==> config.mk <==
export PLATFORM = sky130hd
export DESIGN_NAME = mem_ctrl_flat
export DESIGN_NICKNAME = d
export VERILOG_FILES = /design/src/rtl/mem_ctrl_pkg.sv /design/src/rtl/mem_ctrl_if.sv /design/src/rtl/mem_ctrl.sv /design/src/flat_wrapper.sv
export SDC_FILE = /design/constraint.sdc
export NUM_CORES = 1
export LEC_CHECK = 0
export BUFFER_PORTS_ARGS = -buffer_cell sky130_fd_sc_hd__buf_2
export CORE_UTILIZATION = 55
export CTS_CLUSTER_SIZE = 8
export DETAILED_ROUTE_END_ITERATION = 8
export GPL_TIMING_DRIVEN = 0
export PLACE_DENSITY = 0.84
export SYNTH_ARGS = -nofsm -noshare
export SYNTH_HDL_FRONTEND = slang
export SYNTH_SLANG_ARGS = --single-unit
==> constraint.sdc <==
create_clock -name clk_in -period 7.56 [get_ports clk_in]
set_clock_uncertainty 0.1 [all_clocks]
set_input_delay 0.378 -clock clk_in [delete_from_list [all_inputs] [get_ports clk_in]]
set_output_delay 0.378 -clock clk_in [all_outputs]
set_load 0.03 [all_outputs]
==> src/rtl/mem_ctrl_pkg.sv <==
// Shared definitions for the memory controller and its requesters:
// access-type encodings, IO region selector and byte-count mapping.
package mem_ctrl_pkg;

    localparam logic [3:0] LS_LB  = 4'b0000;
    localparam logic [3:0] LS_LH  = 4'b0001;
    localparam logic [3:0] LS_LW  = 4'b0010;
    localparam logic [3:0] LS_LBU = 4'b0100;
    localparam logic [3:0] LS_LHU = 4'b0101;
    localparam logic [3:0] LS_SB  = 4'b1000;
    localparam logic [3:0] LS_SH  = 4'b1001;
    localparam logic [3:0] LS_SW  = 4'b1010;

    // addr[17:16] value that selects the memory-mapped IO region
    localparam logic [1:0] IO_REGION_HI = 2'b11;

    typedef enum logic [1:0] {
        StIdle,
        StLoad,
        StStore,
        StFetch
    } state_e;

    // Size field of the access type to number of byte cycles
    function automatic logic [2:0] byte_count(input logic [1:0] size);
        logic [2:0] n;
        unique case (size)
            2'b00:   n = 3'd1;
            2'b01:   n = 3'd2;
            default: n = 3'd4;
        endcase
        return n;
    endfunction

    function automatic logic is_store(input logic [3:0] ls_type);
        return ls_type[3];
    endfunction

endpackage

==> src/rtl/mem_ctrl_if.sv <==
// Request, completion and RAM-port signals of the memory controller.
// master: LSB, fetch unit and RAM side; slave: the controller.
interface mem_ctrl_if #(
    parameter int unsigned ADDR_W = 32
);
    // LSB port
    logic              ls_enable;
    logic [ADDR_W-1:0] addr;
    logic [31:0]       store_val;
    logic [3:0]        lsb_type;
    logic              ls_finished;
    logic [31:0]       load_val;

    // Instruction fetch port
    logic              if_enable;
    logic [ADDR_W-1:0] if_addr;
    logic              if_done;
    logic [31:0]       if_data;

    // RAM port
    logic [7:0]        mem_din;
    logic [7:0]        mem_dout;
    logic [ADDR_W-1:0] mem_a;
    logic              mem_wr;
    logic              io_buffer_full;

    modport master (
        output ls_enable, addr, store_val, lsb_type,
        output if_enable, if_addr,
        output mem_din, io_buffer_full,
        input  ls_finished, load_val, if_done, if_data,
        input  mem_dout, mem_a, mem_wr
    );

    modport slave (
        input  ls_enable, addr, store_val, lsb_type,
        input  if_enable, if_addr,
        input  mem_din, io_buffer_full,
        output ls_finished, load_val, if_done, if_data,
        output mem_dout, mem_a, mem_wr
    );

endinterface

==> src/rtl/mem_ctrl.sv <==
// Memory controller: arbitrates LSB and fetch requests onto the byte-wide RAM port,
// serialising each access into byte cycles and returning a one-cycle completion pulse.
module mem_ctrl
    import mem_ctrl_pkg::*;
#(
    parameter int unsigned ADDR_W = 32,
    parameter logic [1:0]  IO_HI  = IO_REGION_HI
) (
    input  logic      clk_in,
    input  logic      rst_in,
    input  logic      rdy_in,
    input  logic      clear,
    mem_ctrl_if.slave bus
);

    state_e            r_state;
    logic [ADDR_W-1:0] r_base;
    logic [ADDR_W-1:0] r_mem_a;
    logic [3:0]        r_type;
    logic [31:0]       r_store_val;
    logic [31:0]       r_data;
    logic [31:0]       r_load_val;
    logic [31:0]       r_if_data;
    logic [2:0]        r_cnt;
    logic [2:0]        r_len;
    logic [7:0]        r_mem_dout;
    logic              r_mem_wr;
    logic              r_ls_finished;
    logic              r_if_done;
    logic              r_flush;

    logic              w_req_io_full;
    logic              w_store_stall;
    logic [1:0]        w_cap_idx;
    logic [7:0]        w_store_byte;
    logic [ADDR_W-1:0] w_next_addr;

    assign w_req_io_full = (bus.addr[17:16] == IO_HI) && bus.io_buffer_full;
    assign w_store_stall = (r_base[17:16] == IO_HI) && bus.io_buffer_full;
    // r_cnt counts edges since accept, so the byte arriving now is index r_cnt-1
    assign w_cap_idx     = r_cnt[1:0] - 2'd1;
    assign w_store_byte  = r_store_val[{r_cnt[1:0], 3'b000} +: 8];
    assign w_next_addr   = r_base + ADDR_W'(r_cnt);

    function automatic logic [31:0] extend_load(input logic [31:0] raw, input logic [3:0] t);
        logic [31:0] v;
        unique case (t)
            LS_LB:   v = {{24{raw[7]}}, raw[7:0]};
            LS_LH:   v = {{16{raw[15]}}, raw[15:0]};
            LS_LBU:  v = {24'b0, raw[7:0]};
            LS_LHU:  v = {16'b0, raw[15:0]};
            default: v = raw;
        endcase
        return v;
    endfunction

    always_ff @(posedge clk_in or posedge rst_in) begin
        if (rst_in) begin
            r_state       <= StIdle;
            r_base        <= '0;
            r_mem_a       <= '0;
            r_type        <= '0;
            r_store_val   <= '0;
            r_data        <= '0;
            r_load_val    <= '0;
            r_if_data     <= '0;
            r_cnt         <= '0;
            r_len         <= '0;
            r_mem_dout    <= '0;
            r_mem_wr      <= 1'b0;
            r_ls_finished <= 1'b0;
            r_if_done     <= 1'b0;
            r_flush       <= 1'b0;
        end else if (rdy_in) begin
            r_ls_finished <= 1'b0;
            r_if_done     <= 1'b0;
            unique case (r_state)
                StIdle: begin
                    if (!clear) begin
                        if (bus.ls_enable) begin
                            r_base      <= bus.addr;
                            r_type      <= bus.lsb_type;
                            r_store_val <= bus.store_val;
                            r_len       <= byte_count(bus.lsb_type[1:0]);
                            r_data      <= '0;
                            r_mem_a     <= bus.addr;
                            if (is_store(bus.lsb_type)) begin
                                r_state <= StStore;
                                if (w_req_io_full) begin
                                    r_mem_wr <= 1'b0;
                                    r_cnt    <= 3'd0;
                                end else begin
                                    r_mem_wr   <= 1'b1;
                                    r_mem_dout <= bus.store_val[7:0];
                                    r_cnt      <= 3'd1;
                                end
                            end else begin
                                r_state <= StLoad;
                                r_cnt   <= 3'd1;
                            end
                        end else if (bus.if_enable) begin
                            r_base  <= bus.if_addr;
                            r_len   <= 3'd4;
                            r_data  <= '0;
                            r_mem_a <= bus.if_addr;
                            r_cnt   <= 3'd1;
                            r_state <= StFetch;
                        end
                    end
                end

                StLoad, StFetch: begin
                    if (clear) begin
                        r_state <= StIdle;
                        r_mem_a <= '0;
                    end else if (r_cnt == r_len + 3'd1) begin
                        r_state <= StIdle;
                        if (r_state == StFetch) begin
                            r_if_done <= 1'b1;
                            r_if_data <= r_data;
                        end else begin
                            r_ls_finished <= 1'b1;
                            r_load_val    <= extend_load(r_data, r_type);
                        end
                    end else begin
                        r_data[{w_cap_idx, 3'b000} +: 8] <= bus.mem_din;
                        r_cnt   <= r_cnt + 3'd1;
                        r_mem_a <= (r_cnt == r_len) ? '0 : w_next_addr;
                    end
                end

                StStore: begin
                    // A committed store always drains; clear only hides its completion
                    if (clear) begin
                        r_flush <= 1'b1;
                    end
                    if (r_cnt == r_len) begin
                        r_mem_wr      <= 1'b0;
                        r_mem_a       <= '0;
                        r_ls_finished <= !(clear || r_flush);
                        r_flush       <= 1'b0;
                        r_state       <= StIdle;
                    end else if (w_store_stall) begin
                        r_mem_wr <= 1'b0;
                    end else begin
                        r_mem_wr   <= 1'b1;
                        r_mem_a    <= w_next_addr;
                        r_mem_dout <= w_store_byte;
                        r_cnt      <= r_cnt + 3'd1;
                    end
                end

                default: r_state <= StIdle;
            endcase
        end
    end

    assign bus.mem_a       = r_mem_a;
    assign bus.mem_dout    = r_mem_dout;
    assign bus.mem_wr      = r_mem_wr;
    assign bus.ls_finished = r_ls_finished;
    assign bus.load_val    = r_load_val;
    assign bus.if_done     = r_if_done;
    assign bus.if_data     = r_if_data;

endmodule

==> src/flat_wrapper.sv <==
// flat-port wrapper written by rule: the top's interface ports become plain ports
module mem_ctrl_flat import mem_ctrl_pkg::*;
#(
    parameter int unsigned ADDR_W = 32,
    parameter logic [1:0]  IO_HI  = IO_REGION_HI
)
  (clk_in, rst_in, rdy_in, clear, bus_ls_enable, bus_addr, bus_store_val, bus_lsb_type, bus_if_enable, bus_if_addr, bus_mem_din, bus_io_buffer_full, bus_ls_finished, bus_load_val, bus_if_done, bus_if_data, bus_mem_dout, bus_mem_a, bus_mem_wr);
  mem_ctrl_if #(.ADDR_W(ADDR_W)) bus_i ();
  input  logic clk_in;
  input  logic rst_in;
  input  logic rdy_in;
  input  logic clear;
  input wire logic [$bits(bus_i.ls_enable)-1:0] bus_ls_enable;
  input wire logic [$bits(bus_i.addr)-1:0] bus_addr;
  input wire logic [$bits(bus_i.store_val)-1:0] bus_store_val;
  input wire logic [$bits(bus_i.lsb_type)-1:0] bus_lsb_type;
  input wire logic [$bits(bus_i.if_enable)-1:0] bus_if_enable;
  input wire logic [$bits(bus_i.if_addr)-1:0] bus_if_addr;
  input wire logic [$bits(bus_i.mem_din)-1:0] bus_mem_din;
  input wire logic [$bits(bus_i.io_buffer_full)-1:0] bus_io_buffer_full;
  output wire logic [$bits(bus_i.ls_finished)-1:0] bus_ls_finished;
  output wire logic [$bits(bus_i.load_val)-1:0] bus_load_val;
  output wire logic [$bits(bus_i.if_done)-1:0] bus_if_done;
  output wire logic [$bits(bus_i.if_data)-1:0] bus_if_data;
  output wire logic [$bits(bus_i.mem_dout)-1:0] bus_mem_dout;
  output wire logic [$bits(bus_i.mem_a)-1:0] bus_mem_a;
  output wire logic [$bits(bus_i.mem_wr)-1:0] bus_mem_wr;
  assign bus_i.ls_enable = bus_ls_enable;
  assign bus_i.addr = bus_addr;
  assign bus_i.store_val = bus_store_val;
  assign bus_i.lsb_type = bus_lsb_type;
  assign bus_i.if_enable = bus_if_enable;
  assign bus_i.if_addr = bus_if_addr;
  assign bus_i.mem_din = bus_mem_din;
  assign bus_i.io_buffer_full = bus_io_buffer_full;
  assign bus_ls_finished = bus_i.ls_finished;
  assign bus_load_val = bus_i.load_val;
  assign bus_if_done = bus_i.if_done;
  assign bus_if_data = bus_i.if_data;
  assign bus_mem_dout = bus_i.mem_dout;
  assign bus_mem_a = bus_i.mem_a;
  assign bus_mem_wr = bus_i.mem_wr;
  mem_ctrl #(.ADDR_W(ADDR_W), .IO_HI(IO_HI)) u_core (.clk_in(clk_in), .rst_in(rst_in), .rdy_in(rdy_in), .clear(clear), .bus(bus_i));
endmodule
==> run summary <==
CTS
-------------------------------------------------------------------------------------------------
TritonCTS clock tree                                                                         done
Clock edge transition at the registers on the reported setup and hold paths               0.05 ns
Hold-fix buffers, CTS                                                                          32
Clock root buffer master                                                             sky130_fd_sc_hd__clkbuf_16
Post-cts gate resize count                                                                      0
Clock insertion delay at the later pin of the skew report                                 0.54 ns
H-tree levels                                                                                   1
Number of clock sinks                                                                         216
Buffer depth of the longest clock path                                                          3
Post-CTS Repair Setup Buffers                                                                   0
CTS Buf Count                                                                                  30

FLOORPLAN
-------------------------------------------------------------------------------------------------
Core area                                                                              18200 um^2
Boundary Pins                                                                                 222
Placement row count                                                                            49
Starting Density                                                                            56.9%
Die H                                                                                      139 um
Die area                                                                               19400 um^2
Die Width                                                                                  139 um

PLACE
-------------------------------------------------------------------------------------------------
Final Wtd Congestion                                                                        0.919
Count of placed standard cells including taps                                                1417
DP Worst Slack                                                                            4.26 ns
Number of port buffers                                                                        219
DP Wirelength                                                                            20200 um

WORST SETUP PATH
-------------------------------------------------------------------------------------------------
Cell class contributing the biggest share of worst-path delay                        compound AO/OA/AOI/OAI gates
Top fanout value on the critical path                                                          10
Worst setup startpoint                                                               u_core.r_cnt[1]$_DFFE_PP0P_
Endpoint of the worst setup timing path                                              u_core.bus.mem_a[20]$_DFFE_PP0P_
Critical path data required time                                                          7.86 ns
Worst Path Class, Setup                                                                reg -> reg
Setup slack of the worst register-to-register path                                        4.14 ns
Arrival time worst endpoint                                                               3.73 ns
Cell at the slowest stage of the critical path                                       sky130_fd_sc_hd__fa_1
Levels on crit path                                                                             9
Delay of the slowest critical-path stage                                                  0.49 ns
Start of the worst register-to-register path                                         u_core.r_cnt[1]$_DFFE_PP0P_
Worst r2r path cells                                                                            9
Count of buffering cells on the critical path with inverters included                           3
Cell seen most often among critical-path stages                                      sky130_fd_sc_hd__o21ai_0
Crit path capture type                                                                   register
Reg2Reg Capture Point                                                                u_core.bus.mem_a[20]$_DFFE_PP0P_
Cell Chain, Critical Path                                                            buf_2 -> inv_1 -> fa_1 -> nor2b_1 -> o21ai_0 -> clkbuf_1 -> o31a_1 -> o21ai_0 -> a31oi_1
Worst setup SP type                                                                      register

SYNTHESIS
-------------------------------------------------------------------------------------------------
Number of nets produced by synthesis                                                         1092
Post-synth EDFFs                                                                                0
Cells after Synth                                                                             968
Number of distinct library cell variants in the gate-level netlist after synthesis             62
Portion of the post-synthesis area used by sequential elements                              52.2%
Ys Warns                                                                                        0
FFs w/ async S/R, synth                                                                      100%
Most used flip-flop cell after synthesis                                             sky130_fd_sc_hd__dfrtp_1
Post-Syn Area                                                                          10400 um^2
Synthesized area per cell                                                               10.7 um^2
Synthesized flop and latch total                                                              216

TIMING
-------------------------------------------------------------------------------------------------
Total Neg Setup Slack                                                                        0 ns
Pin slew with the least headroom to its limit                                            0.966 ns
Peak clock frequency supported by timing                                                0.292 GHz
Number of slew-limit violations in the final report                                             0
Final worst-path setup slack                                                              4.14 ns
# setup viols final                                                                             0
Clock period minus final worst setup slack                                                3.42 ns
Post-route clock period utilization                                                         45.3%
RSZ-0062 raised after global routing                                                        false
Count of endpoints failing hold in the final timing report                                      0
Worst slew margin                                                                           35.5%

GLOBAL ROUTING
-------------------------------------------------------------------------------------------------
Overall global routing resource usage                                                       29.5%
Number of global-route vias before repair                                                    8721
Total congestion overflow after global routing                                                  0
Global-route wire length before repair                                                   45100 um
Initial antenna violation count                                                                 1
Maximum number of pins on one net before global-route repair                                  110

FINAL LAYOUT
-------------------------------------------------------------------------------------------------
Most common cell after layout, fill and taps aside                                   sky130_fd_sc_hd__buf_2
Layout Area Growth over Synthesis                                                           24.4%
Core occupancy in the finished layout                                                       70.8%
Number of nets at the end of the flow                                                        1376
Share of final-layout standard cells stronger than drive strength 1                         30.5%
Top library cells by usage in the layout, fill and taps aside                        sky130_fd_sc_hd__buf_2 (238), sky130_fd_sc_hd__dfrtp_1 (216), sky130_fd_sc_hd__nand2_1 (137)
Number of standard cells in the final layout excluding fillers                               1482

ROUTE
-------------------------------------------------------------------------------------------------
Detailed router's first-iteration violation count                                             629
Average wire length per cell after detail routing                                         19.3 um
First drt pass iteration count                                                                  9
Number of design rule violations left after detail routing                                     32
Total wire length after detailed routing                                                 28500 um
Count of nets left with antenna violations after detail routing                                 0
Per-cell via count in the routed design                                                      5.97
Number of vias after detailed routing                                                        8848

OUTCOME
-------------------------------------------------------------------------------------------------
Failing checks                                                                       design-rule violations
Result of the run                                                                    finished with violations

FLOW RUN
-------------------------------------------------------------------------------------------------
Maxcap violations                                                                               0

PWR
-------------------------------------------------------------------------------------------------
IR Drop Worst-Case VDD                                                                     195 uV
Cell leakage power                                                                     0.00607 uW
Pwr per Cell Area                                                                     398 nW/um^2

HOLD PATH
-------------------------------------------------------------------------------------------------
Class of the tightest hold or removal check                                             in -> reg

==> metrics by stage <==
stage	hold slack (ns)	total power [uW]	instance area, um^2
finish	0.0115	5120	12900
global route	0.000431	5390	12900
CTS	0.000470	5120	12900
detailed placement	0.369	3940	11800
global placement	0.358	3850	11700
floorplan	0.354	3290	10400
==> registers in the layout, summed over array words and instances, names as in the netlist, 2 cells and up <==
signal               cells
u_core.r_base           32
u_core.r_len             3
u_core.bus.if_data      32
u_core.bus.mem_dout      8
u_core.r_cnt             3
u_core.r_store_val      32
u_core.r_state           2
u_core.r_data           32
u_core.bus.load_val     32
u_core.r_type            4
u_core.bus.mem_a        32
==> kinds of logic (layout without fill, tap and decap cells) <==
family          Yosys count  count (layout)  synth area share, %
simple gates            280             280                 12.3
other cells               0               2                    0
xor+xnor                 18              18                 1.73
flops                   216             216                 52.2
fa+ha+maj                 9               9                 1.16
mux                     125             125                 14.8
buf+inv                  88             371                 3.64
compound gates          232             232                 14.1
==> final cells by class <==
class | count | area, um^2
well taps | 229 | 287
multi-input cells | 664 | 4580
flip-flops and latches | 216 | 5410
clock buffers | 31 | 776
repair buffers | 252 | 1440
plain buffers | 68 | 302
fillers | 1370 | 5330
diodes | 2 | 5.00
inverters | 20 | 82.6
==> worst min path at each step <==
stage | from | to | slack, ns | cells past startpoint
after global routing | bus_store_val[5] | u_core.r_store_val[5]$_DFFE_PP0P_ | 0.0004 | 2
final | bus_store_val[4] | u_core.r_store_val[4]$_DFFE_PP0P_ | 0.01 | 2
after detailed placement | u_core.bus.load_val[0]$_DFFE_PP0P_ | u_core.bus.load_val[0]$_DFFE_PP0P_ | 0.37 | 2
after floorplan | u_core.r_base[0]$_DFFE_PP0P_ | u_core.r_base[0]$_DFFE_PP0P_ | 0.35 | 2
after CTS | bus_store_val[5] | u_core.r_store_val[5]$_DFFE_PP0P_ | 0.0005 | 2
after global placement | u_core.bus.load_val[24]$_DFFE_PP0P_ | u_core.bus.load_val[24]$_DFFE_PP0P_ | 0.36 | 2
==> cell usage after synthesis, drive strengths merged, types with 3 or more instances <==
cell	n	area [um^2]
a211oi	4	35.0
a21o	5	37.5
a21oi	29	145
a221oi	4	41.3
a22o	13	114
a31oi	21	131
and2	4	25.0
and3	8	50.1
and4	6	52.6
buf	27	148
clkbuf	41	154
dfrtp	216	5410
ha	8	100
inv	19	71.3
mux2	90	1080
mux2i	27	270
mux4	8	184
nand2	137	514
nand3	14	70.1
nand4	10	68.8
nor2	61	229
nor2b	4	25.0
nor3	10	60.1
nor4	13	96.3
o211ai	9	67.6
o21a	12	90.1
o21ai	100	500
o221ai	10	87.6
o31a	12	105
or2	3	18.8
or3	5	31.3
xnor2	3	26.3
xor2	14	130
==> report_power, final <==
part	total, uW	switching [uW]	internal, uW
logic	2060	1310	753
registers	1900	316	1590
clock network	1160	450	707
total	5120	2080	3050
==> metal layers <==
layer | part of all wire (%) | track usage [%] | vias to the layer above
met2 | 48 | 48.8 | 420
met5 | 0 | 0 | -
met1 | 41 | 38.3 | 4309
met4 | 4.3 | 14.1 | 0
met3 | 6.7 | 4.44 | 98
li1 | - | - | 4021
Power figures use the tool's default switching activity.
